==> src/rtl/cam_capture.sv <==
// cam_capture: oversampled camera byte stream -> RGB565 frame-buffer write strobes.
// Latency: cam_* pass 2 sync flops; frame_we rises one clk25 after the second byte's pclk rise is seen.
// Backpressure: none; one write per strobe; pixels beyond the frame are dropped and set overflow.
// Build option: define CAPTURE_ALT_FRAME_EN to capture only every other enabled frame start.
module cam_capture #(
    parameter int H_PIX   = 320,
    parameter int V_LINES = 240
) (
    input  logic        clk25,
    input  logic        rst_n,
    input  logic        capture_en,
    input  logic        cam_pclk,
    input  logic        cam_vsync,
    input  logic        cam_href,
    input  logic [7:0]  cam_data,
    output logic [16:0] frame_addr,
    output logic [15:0] frame_pixel,
    output logic        frame_we,
    output logic        frame_done,
    output logic        overflow
);
    localparam logic [16:0] LAST_ADDR = 17'(H_PIX * V_LINES - 1);

    typedef enum logic [1:0] {WAIT_VSYNC, WAIT_START, CAPTURE, SKIP} state_t;

    state_t      r_state;
    state_t      w_state_nxt;
    logic [10:0] r_sync1;      // {vsync, href, pclk, data}
    logic [10:0] r_sync2;
    logic [2:0]  r_prev;       // previous synced {vsync, href, pclk}
    logic [16:0] r_addr;
    logic [15:0] r_pixel;
    logic [7:0]  r_hi;
    logic        r_we;
    logic        r_done;
    logic        r_ovf;
    logic        r_phase;
    logic        r_full;       // last frame address has been written
    logic        w_start_cap;
    logic        w_leave_cap;

    logic       w_vs, w_href, w_pclk;
    logic [7:0] w_data;
    logic       w_vs_rise, w_vs_fall, w_href_fall, w_pclk_rise, w_full;

    assign w_vs        = r_sync2[10];
    assign w_href      = r_sync2[9];
    assign w_pclk      = r_sync2[8];
    assign w_data      = r_sync2[7:0];
    assign w_vs_rise   = w_vs & ~r_prev[2];
    assign w_vs_fall   = ~w_vs & r_prev[2];
    assign w_href_fall = ~w_href & r_prev[1];
    assign w_pclk_rise = w_pclk & ~r_prev[0];
    // A write to the last address in flight counts as full so no later pixel can slip past it.
    assign w_full      = r_full | (r_we & (r_addr == LAST_ADDR));

`ifdef CAPTURE_ALT_FRAME_EN
    logic r_alt_skip;      // high when the next enabled frame start must be skipped

    // Toggle on every enabled frame start so captures alternate, starting with a capture.
    always_ff @(posedge clk25 or negedge rst_n) begin
        if (!rst_n) begin
            r_alt_skip <= 1'b0;
        end else if (r_state == WAIT_START && w_vs_fall && capture_en) begin
            r_alt_skip <= ~r_alt_skip;
        end
    end
`endif

    // Two-flop synchronizer for all camera inputs, plus one history flop for edge detection.
    always_ff @(posedge clk25 or negedge rst_n) begin
        if (!rst_n) begin
            r_sync1 <= '0;
            r_sync2 <= '0;
            r_prev  <= '0;
        end else begin
            r_sync1 <= {cam_vsync, cam_href, cam_pclk, cam_data};
            r_sync2 <= r_sync1;
            r_prev  <= r_sync2[10:8];
        end
    end

    // Frame-tracking state register.
    always_ff @(posedge clk25 or negedge rst_n) begin
        if (!rst_n) begin
            r_state <= WAIT_VSYNC;
        end else begin
            r_state <= w_state_nxt;
        end
    end

    // Next-state decode; frame start and frame end events feed the datapath.
    always_comb begin
        w_state_nxt = r_state;
        w_start_cap = 1'b0;
        w_leave_cap = 1'b0;
        case (r_state)
            WAIT_VSYNC: begin
                if (w_vs) w_state_nxt = WAIT_START;
            end
            WAIT_START: begin
                if (w_vs_fall) begin
`ifdef CAPTURE_ALT_FRAME_EN
                    w_start_cap = capture_en & ~r_alt_skip;
`else
                    w_start_cap = capture_en;
`endif
                    w_state_nxt = w_start_cap ? CAPTURE : SKIP;
                end
            end
            CAPTURE: begin
                if (w_vs_rise) begin
                    w_state_nxt = WAIT_START;
                    w_leave_cap = 1'b1;
                end
            end
            SKIP: begin
                if (w_vs_rise) w_state_nxt = WAIT_START;
            end
            default: w_state_nxt = WAIT_VSYNC;
        endcase
    end

    // Byte pairing, write strobe, address advance and overflow tracking.
    always_ff @(posedge clk25 or negedge rst_n) begin
        if (!rst_n) begin
            r_addr  <= '0;
            r_pixel <= '0;
            r_hi    <= '0;
            r_we    <= 1'b0;
            r_done  <= 1'b0;
            r_ovf   <= 1'b0;
            r_phase <= 1'b0;
            r_full  <= 1'b0;
        end else begin
            r_we   <= 1'b0;
            r_done <= w_leave_cap;
            if (r_we) begin
                if (r_addr == LAST_ADDR) r_full <= 1'b1;
                else                     r_addr <= r_addr + 17'd1;
            end
            // Completion is still honoured on the vsync-rise cycle so a pending word is not lost.
            if (r_state == CAPTURE) begin
                if (w_href_fall) begin
                    r_phase <= 1'b0;
                end else if (w_pclk_rise && w_href) begin
                    if (!r_phase) begin
                        r_hi    <= w_data;
                        r_phase <= 1'b1;
                    end else begin
                        r_phase <= 1'b0;
                        if (w_full) begin
                            r_ovf <= 1'b1;
                        end else begin
                            r_we    <= 1'b1;
                            r_pixel <= {r_hi, w_data};
                        end
                    end
                end
            end
            // A new captured frame starts clean; placed last so it wins over a trailing write.
            if (w_start_cap) begin
                r_addr  <= '0;
                r_phase <= 1'b0;
                r_ovf   <= 1'b0;
                r_full  <= 1'b0;
            end
        end
    end

    assign frame_addr  = r_addr;
    assign frame_pixel = r_pixel;
    assign frame_we    = r_we;
    assign frame_done  = r_done;
    assign overflow    = r_ovf;

endmodule
==> config.mk <==
export PLATFORM = sky130hd
export DESIGN_NAME = cam_capture
export DESIGN_NICKNAME = d
export VERILOG_FILES = /design/src/rtl/cam_capture.sv
export SDC_FILE = /design/constraint.sdc
export NUM_CORES = 1
export LEC_CHECK = 0
export BUFFER_PORTS_ARGS = -buffer_cell sky130_fd_sc_hd__buf_2
export CORE_MARGIN = 5
export CORE_UTILIZATION = 59
export DETAILED_ROUTE_END_ITERATION = 16
export GPL_TIMING_DRIVEN = 0
export PLACE_DENSITY = 0.89
export SETUP_SLACK_MARGIN = 0.2
export SLEW_MARGIN = 25
export SYNTH_ARGS = -nofsm -noshare
export SYNTH_HDL_FRONTEND = slang
export SYNTH_SLANG_ARGS = --single-unit
==> constraint.sdc <==
create_clock -name clk25 -period 6 [get_ports clk25]
set_input_delay 0.9 -clock clk25 [delete_from_list [all_inputs] [get_ports clk25]]
set_output_delay 0.9 -clock clk25 [all_outputs]
set_load 0.05 [all_outputs]
; Word level (Yosys, flattened, before mapping)
; Cells that the tools add are included.
[word_totals]
register_bits = 73
inputBits = 14
[classes]
n_addsub = 1
eq_ne = 9
mux = 31
bitwise_logic = 13
n_reduce_logical = 17
[ops]
columns = cell, count
row1 = two-way mux 17 bit, 3
row2 = two-way mux 1 bit, 24
row3 = "adder 17 x 1 -> 17 bit, second input constant", 1
row4 = "equality test 17 bit, second input constant", 1
row5 = nonzero test 2 bit, 6
row6 = AND reduction 5 bit, 2
row7 = "!= test 2 bit, second input constant", 4
row8 = NOT 1 bit, 7
row9 = two-way mux 2 bit, 3
row10 = case mux 2 bit (3 select lines), 1
row11 = AND reduction 2 bit, 3
row12 = AND 1 bit, 5
row13 = "equality test 2 bit, second input constant", 2
row14 = AND reduction 4 bit, 1
row15 = AND reduction 3 bit, 1
row16 = nonzero test 3 bit, 1
row17 = "equality test 2 x 1 -> 1 bit, second input constant", 1
row18 = logical NOT 2 bit, 1
row19 = "!= test 2 x 1 -> 1 bit, second input constant", 1
row20 = OR reduction 2 bit, 1
row21 = logical AND 1 bit, 1
row22 = bitwise OR 1 bit, 1

; Logic depth before layout (Yosys ltp)
; Gate-level depths: netlist (run 1).
[depth]
ltp_word = 9
ltp_mapped = 6
mapped_depth_nobuf = 5

; Least setup slack after synthesis (run 1)
; Ideal clock, no wire load.
[synth_timing]
kind = reg2reg
from = register r_addr[0] (netlist: frame_addr[0])
to = register r_pixel[10] (netlist: frame_pixel[10])
setup_ns = 0.125
t_arrival_ns = 2.123
path_slack_ns = 3.752
path_stages_with_launch = 7
period_less_slack_ns = 2.248
cell_sequence = dfrtp_1 > ha_1 > nand3_1 > nor3_4 > a311oi_4 > buf_8 > mux2_4
[synth_between]
elab_chain_len = 5
[synth_rtl]
columns = item, line
row1 = start: declaration, 31  ; logic [16:0] r_addr;
row2 = start signal: assignment, 140  ; else r_addr <= r_addr + 17'd1;
row3 = equality test 17 bit, 55  ; assign w_full = r_full | (r_we & (r_addr == LAST_ADDR));
row4 = AND 1 bit, 55
row5 = bitwise OR 1 bit, 55
row6 = NOT 1 bit (no line), --
row7 = AND reduction 5 bit (no line), --
row8 = end signal: assignment, 156  ; r_pixel <= {r_hi, w_data};
row9 = end: declaration, 32  ; logic [15:0] r_pixel;
; Every way passes these cells.
; A chain may end at the register's enable or synchronous reset.

; Worst setup path after layout (run 1)
[layout_timing]
from = register r_addr[0] (netlist: frame_addr[0])
to = register r_pixel[8] (netlist: frame_pixel[8])
; Same word-level chain as after synthesis.

==> results.py, run 1 <==
metrics = {
    "run_status": {
        "outcome": "completed",
    },
    "min_path": {
        "hold_end": "r_sync2[10]",
        "hold_depth": 0,
        "hp-class": "reg2reg",
        "hold_path.startpoint": "r_sync1[10]",
    },
    "timing": {
        "slew_headroom_pct": 59.6,
        "setup-tns-final_ns": 0,
        "final_max_slew_viol_count": 0,
        "rsz0062_at_grt": "false",
        "min_period_ns": 2.21,
        "setup_ws_ns": 3.79,
        "min_period_over_period_pct": 36.9,
        "clock_skew_ns": 0.0100,
        "max_freq_ghz": 0.452,
        "worst_slew_pin_slew_ns": 0.590,
        "hold_viol": 0,
        "setup_viol": 0,
    },
    "clocking": {
        "cts_buffers": 9,
        "cts.clk_slew.worst_paths_ns": 0.07,
        "htreeDepth": 3,
        "cts_setup_buffers": 0,
        "cts_resized": 0,
        "cts_sinks": 73,
        "clk_latency_ns": 0.34,
        "cts_tree": "yes",
        "clockRootBuffer": "clkbuf_8",
        "cts_max_path_buffers": 2,
        "hold_buffers": 0,
    },
    "logic_synthesis": {
        "ys_seq_area_share_pct": 63.7,
        "synth_nets": 225,
        "syn_avg_cell_area_um2": 13.6,
        "synth.most_common_cell": "dfrtp_1",
        "synthCells": 210,
        "synth.distinct_cells": 42,
        "synth_edf_count": 0,
        "synth_area_leaders": "dfrtp_1, mux2_2, mux2_4, mux2i_1, nand2_1",
        "synth_async_sr_flop_share_pct": 100,
        "synth_top_area_cell": "dfrtp_1",
        "synth_ff_type": "dfrtp_1",
        "synth_top_area_share_pct": 63.7,
        "syn_area_um2": 2870,
        "ys_ff_latch": 73,
        "ys_top_cells_by_count": "dfrtp_1, nand2_1, mux2_2",
        "ys_warn_count": 0,
    },
    "power": {
        "p_per_area_nw_per_um2": 342,
        "peakVddDrop_v": 0.000217,
        "power_mw": 1.18,
        "p_leak_nw": 1.69,
    },
    "placement": {
        "io_buffer_count": 49,
        "place_ws_ns": 3.72,
        "hpwlAfterDp_mm": 3.96,
        "place.gp.congestion": 0.749,
    },
    "worst_setup_path": {
        "arrival_ns": 2.43,
        "r2r_start": "frame_addr[0]",
        "critPathRequiredTime_ns": 6.22,
        "path_class": "reg2reg",
        "path_max_fanout": 10,
        "critical_path.startpoint_type": "flip-flop",
        "reg2reg_setup_slack_ns": 3.79,
        "ff2ff_path_depth": 6,
        "crit_path_end_kind": "flip-flop",
        "rr_endpoint": "frame_pixel[8]",
    },
    "grt": {
        "grtUsageTotal_pct": 20.1,
        "grt_pass1_wl_mm": 9.48,
        "antenna_found_initial": 0,
        "grt_pass1_vias": 1968,
        "grt_max_degree": 49,
        "grt.overflow.total": 0,
    },
    "routing": {
        "drt_iter0_drc": 80,
        "vias": 1895,
        "wirelength_mm": 5.62,
        "wl_per_cell_um": 16.4,
        "antenna_left": 0,
        "drc": 0,
        "first_pass_iters": 4,
        "vias_per_cell": 5.54,
    },
    "layout": {
        "syn2layout_area_growth_pct": 20.1,
        "nets": 286,
        "antenna_cells": 0,
        "drive_gt1_share_pct": 36.0,
    },
    "die": {
        "die_area_um2": 6350,
        "core_area_um2": 4720,
        "core.rowCount": 25,
        "die_h_um": 79.7,
        "ioPinCount": 50,
        "die_x_um": 79.7,
        "start_util_pct": 60.7,
    },
    "run": {
        "timing.max_cap.violations": 0,
    },
}
## metrics by stage
stage               hold slack, ns  instances  cell area, um2  util [%]
finish                       0.351        342            3440      72.9
global route                 0.357        342            3440      72.9
CTS                          0.351        342            3440      72.9
detailed placement           0.335        327            3230      68.3
global placement             0.331        326            3200      67.7
floorplan                    0.331        210            2870         -
## cell usage in the layout (no fill, tap or decap), types with 2 or more instances in the layout
cell type	instances
mux2_4	9
clkbuf_8	10
dfrtp_1	73
o21ai_0	9
nor3_1	3
nand2_1	18
buf_2	48
a21oi_1	12
nand4_1	4
nor2_1	4
mux2_2	16
clkbuf_1	3
bufinv_16	2
nand3_1	7
and2_1	3
clkinv_2	2
or3_1	6
inv_1	2
mux2i_1	7
and4_1	2
nand2b_1	7
## how the worst max path moves through the flow
stage	slack, ns	cells after the start	endpoint	start
4_1_cts	3.77	6	frame_pixel[8]	frame_addr[0]
6_report	3.79	6	frame_pixel[8]	frame_addr[0]
2_1_floorplan	3.75	6	frame_pixel[10]	frame_addr[0]
3_5_place_dp	3.72	6	frame_addr[7]	capture_en
5_1_grt	3.65	6	frame_pixel[12]	frame_addr[0]
3_3_place_gp	3.68	1	frame_pixel[12]	rst_n
## critical path: stages (launching register included)
cell,delay (ns)
dfrtp_1,0.45
ha_1,0.27
nand3_1,0.16
nor3_4,0.08
a311oi_4,0.59
buf_8,0.24
mux2_4,0.31
## routing by layer
| metal | global-route usage, % | up-vias | part of all wire [%] | wire (um) |
|---|---|---|---|---|
| met2 | 31.8 | 54 | 52 | 2900 |
| met3 | 4.63 | 15 | 5.1 | 287 |
| li1 | - | 877 | - | - |
| met5 | 0 | - | 0 | 0 |
| met4 | 10.8 | 0 | 2.1 | 119 |
| met1 | 25.6 | 949 | 41 | 2310 |
## cell type report
cell class | instances | area [um2]
timing repair buffer | 50 | 275
inverter | 2 | 7.51
clock inverter | 5 | 78.8
buffer | 5 | 37.5
clock buffer | 10 | 138
multi-input combinational | 130 | 995
sequential | 73 | 1830
tap | 67 | 83.8
fill | 310 | 1280
## cell families (layout without fill, tap and decap cells)
logic type,after synthesis,after routing,synth area share [%]
compound gates,29,29,6.46
simple gates,67,67,14.1
xor+xnor,1,1,0.306
mux,32,32,13.4
flops,73,73,63.7
fa+ha+maj,1,1,0.436
buf+inv,7,72,1.57
## sequential cells by signal, summed over array words and instances, names as in the netlist
register / flops
frame_we: 1
overflow: 1
r_state: 2
r_sync1: 11
r_phase: 1
r_full: 1
frame_pixel: 16
r_prev: 3
frame_addr: 17
r_sync2: 11
r_hi: 8
frame_done: 1
## power breakdown
part / internal, mW / total (mW) / leakage (nW) / switching [mW]
registers: 0.537 / 0.574 / 0.943 / 0.0373
clock network: 0.243 / 0.417 / 0.113 / 0.174
logic: 0.0545 / 0.186 / 0.637 / 0.131
total: 0.834 / 1.18 / 1.69 / 0.343
(Power assumes the default switching activity.)
==> run 2, diff against run 1 <==
--- a/config.mk
+++ b/config.mk
@@ -7,10 +7,10 @@
 export LEC_CHECK = 0
 export BUFFER_PORTS_ARGS = -buffer_cell sky130_fd_sc_hd__buf_2
 export CORE_MARGIN = 5
-export CORE_UTILIZATION = 59
+export CORE_UTILIZATION = 49
 export DETAILED_ROUTE_END_ITERATION = 16
 export GPL_TIMING_DRIVEN = 0
-export PLACE_DENSITY = 0.89
+export PLACE_DENSITY = 0.8
 export SETUP_SLACK_MARGIN = 0.2
 export SLEW_MARGIN = 25
 export SYNTH_ARGS = -nofsm -noshare
==> constraint.sdc (replaced) <==
create_clock -name clk25 -period 1.9 [get_ports clk25]
set_input_delay 0.285 -clock clk25 [delete_from_list [all_inputs] [get_ports clk25]]
set_output_delay 0.285 -clock clk25 [all_outputs]
set_load 0.05 [all_outputs]
==> results.py, run 2 (synthesized netlist as in run 1, its figures left out) <==
metrics = {
    "worst_setup_path": {
        "r2r_start": "frame_addr[12]",
        "crit_path_end_kind": "flip-flop",
        "critical_path.startpoint_type": "flip-flop",
        "arrival_ns": 2.02,
        "cpPeakStageDelay_ns": 0.43,
        "critPathRequiredTime_ns": 2.11,
        "reg2reg_setup_slack_ns": 0.09,
        "crit_start": "frame_addr[12]",
        "path_max_fanout": 7,
        "cp_common_cell": "buf_6",
        "path_class": "reg2reg",
        "critPathSlowestCell": "dfrtp_2",
        "worstPathCellList": "nor4b_4 -> and2_4 -> buf_6 -> a311oi_4 -> buf_6 -> buf_12 -> mux2_4",
    },
    "layout": {
        "drive_gt1_share_pct": 53.0,
        "most-common-layout-cells": "dfrtp_1, buf_2, dfrtp_2, buf_4",
        "largest_reg_flops": 17,
        "syn2layout_area_growth_pct": 33.1,
        "antenna_cells": 0,
        "seqCellArea_um2": 1850,
        "nFillCells": 405,
        "multi_input_area_um2": 1140,
        "nets": 308,
        "final_common_cell": "dfrtp_1",
        "final_area_um2": 3820,
        "fin_cells": 370,
    },
    "timing": {
        "worst_slew_pin_slew_ns": 0.360,
        "max_freq_ghz": 0.553,
        "slew_headroom_pct": 75.6,
        "holdWs_ns": 0.0497,
        "clock_skew_ns": 0.0143,
        "final_max_slew_viol_count": 0,
        "min_period_over_period_pct": 95.2,
        "hold_viol": 0,
        "rsz0062_at_grt": "true",
        "setup_viol": 0,
        "min_period_ns": 1.81,
        "setup_ws_ns": 0.0907,
    },
    "grt": {
        "grt_pass1_vias": 2102,
        "grtUsageTotal_pct": 17.5,
        "antenna_found_initial": 0,
        "grt_max_degree": 49,
        "grt_pass1_wl_mm": 10.3,
        "grt.overflow.total": 0,
    },
    "placement": {
        "placed_cell_area_um2": 3290,
        "hpwlAfterDp_mm": 3.75,
        "place_inst": 332,
        "place.gp.congestion": 0.781,
        "place_ws_ns": -0.317,
        "io_buffer_count": 49,
    },
    "die": {
        "die_h_um": 86.5,
        "die_x_um": 86.5,
        "ioPinCount": 50,
        "start_util_pct": 51.1,
        "core_area_um2": 5610,
        "die_area_um2": 7480,
        "core.rowCount": 27,
    },
    "power": {
        "p_leak_nw": 1.80,
        "p_per_area_nw_per_um2": 975,
        "peakVddDrop_v": 0.000620,
        "power_mw": 3.72,
    },
    "routing": {
        "first_pass_iters": 4,
        "drc": 0,
        "antenna_left": 0,
        "drt_iter0_drc": 122,
        "wirelength_mm": 6.05,
        "wl_per_cell_um": 16.3,
        "vias": 1983,
        "vias_per_cell": 5.36,
    },
    "run": {
        "timing.max_cap.violations": 0,
    },
    "clocking": {
        "htreeDepth": 3,
        "cts_tree": "yes",
        "cts_sinks": 73,
        "cts_max_path_buffers": 2,
        "clockRootBuffer": "clkbuf_8",
        "clk_latency_ns": 0.33,
        "cts_buffers": 9,
        "cts.clk_slew.worst_paths_ns": 0.08,
    },
    "min_path": {
        "hold_path.startpoint": "cam_data[0]",
        "hp-class": "in2reg",
    },
    "run_status": {
        "outcome": "completed",
    },
}
## run 2: path summary, 6_finish.rpt
path | to | cells past startpoint
min | r_sync1[0] | 1
max in group asynchronous | frame_addr[14] | 3
min in group asynchronous | r_sync1[0] | 2
min reg2reg | r_sync2[8] | 0
max | frame_pixel[2] | 7
max reg2reg | frame_pixel[2] | 7
## run 2: layout make-up
cell class / instances / share of cell area (%)
buffer: 5 / 1.08
clock buffer: 9 / 3.25
clock inverter: 7 / 2.00
inverter: 2 / 0.197
multi-input combinational: 130 / 30.0
sequential: 73 / 48.5
tap: 72 / 2.36
timing repair buffer: 72 / 12.7
## run 2: per-layer routing
metal | vias to the layer above | routed length (um) | part of all wire (%) | track usage [%]
li1 | 926 | - | - | -
met1 | 1003 | 2530 | 42 | 22.9
met2 | 50 | 3180 | 53 | 28.8
met3 | 4 | 306 | 5.1 | 4.47
met4 | 0 | 27 | 0.45 | 5.38
met5 | - | 0 | 0 | 0
## run 2: worst max-delay path, delay by kind of cell, from the launching register on
family                 cells  cell delay [ns]
AND/OR/NAND/NOR            2             0.49
flip-flops                 1             0.43
buffers and inverters      3             0.40
multiplexers               1             0.30
AO/OA/AOI/OAI              1             0.07
## run 2: repair_timing
item	4_1_cts	5_1_grt
endpoints found under the setup margin	36	41
gates cloned	1	0
hold buffers	1	0
resized for setup	19	14
setup buffers	15	5
pin swaps	9	7
hold endpoints to repair	25	0
## run 2: power breakdown
group	switching, mW	internal [mW]
clock	0.596	0.615
sequential	0.119	1.70
combinational	0.451	0.238
## run 2: per-stage QoR
step | utilization, % | TNS (ns)
after floorplan | - | -2.63
after global placement | 58.2 | -3.69
after detailed placement | 58.7 | -3.97
after CTS | 66.4 | 0
after global routing | 68.1 | 0
final | 68.1 | 0
==> run 3, diff against run 2 <==
--- a/config.mk
+++ b/config.mk
@@ -5,12 +5,13 @@
 export SDC_FILE = /design/constraint.sdc
 export NUM_CORES = 1
 export LEC_CHECK = 0
+export ABC_AREA = 1
 export BUFFER_PORTS_ARGS = -buffer_cell sky130_fd_sc_hd__buf_2
 export CORE_MARGIN = 5
-export CORE_UTILIZATION = 49
+export CORE_UTILIZATION = 50
 export DETAILED_ROUTE_END_ITERATION = 16
 export GPL_TIMING_DRIVEN = 0
-export PLACE_DENSITY = 0.8
+export PLACE_DENSITY = 0.81
 export SETUP_SLACK_MARGIN = 0.2
 export SLEW_MARGIN = 25
 export SYNTH_ARGS = -nofsm -noshare
==> results.py, run 3 <==
metrics = {
    "power": {
        "p_comb_share_pct": 11.7,
        "power.share.clock_pct": 37.5,
        "p_switching_mw": 0.933,
        "p_per_area_nw_per_um2": 895,
        "p_seq_share_pct": 50.8,
        "swShare_pct": 27.1,
        "p_leak_nw": 2.03,
        "peakVddDrop_v": 0.000613,
        "p_int_mw": 2.50,
    },
    "timing": {
        "rsz0062_at_grt": "true",
        "final_max_slew_viol_count": 0,
        "holdWs_ns": 0.0453,
        "max_freq_ghz": 0.604,
        "slew_headroom_pct": 71.5,
        "worst_slew_pin_slew_ns": 0.428,
        "setup_viol": 0,
        "clock_skew_ns": 0.0151,
        "setup-tns-final_ns": 0,
        "min_period_ns": 1.66,
        "min_period_over_period_pct": 87.2,
        "hold_viol": 0,
    },
    "logic_synthesis": {
        "synthCells": 334,
        "synth_area_leaders": "dfrtp_1, nand2_1, nand4_1, inv_1, nor2_1",
        "synth_async_sr_flop_share_pct": 100,
        "synthSimpleGateAreaFrac_pct": 28.4,
        "synth_edf_count": 0,
        "syn_area_um2": 3130,
        "synth.distinct_cells": 25,
        "synth_xor_area_share_pct": 1.68,
        "synth_top_family_by_area": "simple AND/OR/NAND/NOR gates",
        "ys_seq_area_share_pct": 58.4,
        "ys_ff_latch": 73,
        "synth_compound_area_share_pct": 4.64,
        "ys_top_cells_by_count": "nand2_1, dfrtp_1, nand4_1",
        "synth_mux_area_share_pct": 0,
        "synth_nets": 349,
        "synth.most_common_cell": "nand2_1",
        "ys_warn_count": 0,
        "synth-adder-area-share_pct": 0.400,
        "synth_ff_type": "dfrtp_1",
        "syn_avg_cell_area_um2": 9.36,
        "synth_top_area_share_pct": 58.4,
        "synth_top_area_cell": "dfrtp_1",
    },
    "clocking": {
        "htreeDepth": 3,
        "clockRootBuffer": "clkbuf_8",
        "cts.clk_slew.worst_paths_ns": 0.08,
        "cts_buffers": 9,
        "cts_max_path_buffers": 2,
        "cts_tree": "yes",
        "clk_latency_ns": 0.35,
        "cts_sinks": 73,
    },
    "die": {
        "ioPinCount": 50,
        "die_area_um2": 7940,
        "core_area_um2": 5990,
        "die_x_um": 89.1,
        "die_h_um": 89.1,
        "core.rowCount": 28,
        "start_util_pct": 52.2,
    },
    "layout": {
        "nets": 422,
        "final_common_cell": "nand2_1",
        "fin_cells": 486,
        "antenna_cells": 0,
        "nFillCells": 471,
        "syn2layout_area_growth_pct": 22.8,
        "most-common-layout-cells": "nand2_1, dfrtp_1, buf_2",
        "drive_gt1_share_pct": 29.0,
        "largest_reg_flops": 17,
    },
    "worst_setup_path": {
        "arrival_ns": 1.95,
        "path_class": "reg2reg",
        "crit_path_end_kind": "flip-flop",
        "critPathRequiredTime_ns": 2.19,
        "path_max_fanout": 5,
        "critical_path.startpoint_type": "flip-flop",
    },
    "routing": {
        "antenna_left": 0,
        "vias": 2553,
        "vias_per_cell": 5.25,
        "drt_iter0_drc": 245,
        "first_pass_iters": 6,
        "drc": 0,
        "wirelength_mm": 6.74,
        "wl_per_cell_um": 13.9,
    },
    "grt": {
        "antenna_found_initial": 0,
        "grt_max_degree": 42,
        "grt_pass1_vias": 2423,
        "grtUsageTotal_pct": 18.4,
        "grt.overflow.total": 0,
        "grt_pass1_wl_mm": 11.3,
    },
    "placement": {
        "io_buffer_count": 49,
        "place.gp.congestion": 0.941,
        "hpwlAfterDp_mm": 4.67,
        "place_inst": 459,
    },
    "min_path": {
        "hp-class": "in2reg",
    },
    "run": {
        "timing.max_cap.violations": 0,
    },
    "run_status": {
        "outcome": "completed",
    },
}
==> run 3: critical path, cell delays in order, from the launching register on <==
cell     delay, ns
dfrtp_2       0.41
ha_4          0.17
nand2_4       0.05
nor2_4        0.14
nand3_2       0.11
nor2_4        0.18
nor2_4        0.07
nor2_4        0.18
buf_4         0.17
nand2_1       0.05
nand2_1       0.07
==> run 3: cells by family (layout without fill, tap and decap cells) <==
group           Yosys count  count (layout)
flops                    73              73
simple gates            193             193
fa+ha+maj                 1               1
buf+inv                  40             117
xor+xnor                  6               6
compound gates           21              21
==> run 3: final cells by class <==
class / instances / area, um2 / share of cell area, %
clock buffers: 10 / 128 / 3.32
inverters: 30 / 113 / 2.93
well taps: 75 / 93.8 / 2.44
multi-input cells: 221 / 1140 / 29.6
clock inverters: 5 / 81.3 / 2.12
repair buffers: 62 / 360 / 9.38
plain buffers: 10 / 88.8 / 2.31
flip-flops and latches: 73 / 1840 / 47.9
==> run 3: final timing paths <==
check,startpoint,to,slack (ns),cells past startpoint
worst max-delay path,frame_addr[0],frame_addr[14],0.24,10
worst min register to register,r_sync1[10],r_sync2[10],0.35,0
min in group asynchronous,rst_n,r_sync1[0],0.42,2
worst min-delay path,cam_pclk,r_sync1[8],0.05,1
worst max register to register,frame_addr[0],frame_addr[14],0.24,10
max in group asynchronous,rst_n,frame_addr[15],0.93,3
==> run 3: per-stage QoR <==
step	utilization (%)	worst slack (ns)	power (mW)	instance area (um2)
after global placement	58.2	0.0869	2.14	3490
after floorplan	-	0.203	2.02	3150
after global routing	64.1	0.162	3.61	3840
after CTS	62.3	0.249	3.45	3730
after detailed placement	58.6	0.255	2.16	3510
final	64.1	0.244	3.44	3840
==> run 3: layer usage <==
metal / wire length, um / vias up / share of wire [%] / track usage [%]
li1: - / 1226 / - / -
met1: 3010 / 1205 / 45 / 24.7
met2: 3080 / 100 / 46 / 27.7
met3: 477 / 22 / 7.1 / 4.33
met4: 170 / 0 / 2.5 / 9.61
met5: 0 / - / 0 / 0
==> run 3: repair_timing <==
item / 4_1_cts / 5_1_grt
hold buffers: 1 / 0
setup endpoints to repair: 0 / 21
endpoints found under the hold margin: 32 / 0
gates resized for setup: 0 / 10
setup buffers: 0 / 10
==> run 3: power groups by stage <==
stage,registers (mW),logic [mW],clock network (mW)
global placement,1.76,0.375,0
CTS,1.74,0.394,1.31
global route,1.76,0.445,1.40
detailed placement,1.77,0.392,0
floorplan,1.89,0.138,0
finish,1.75,0.401,1.29
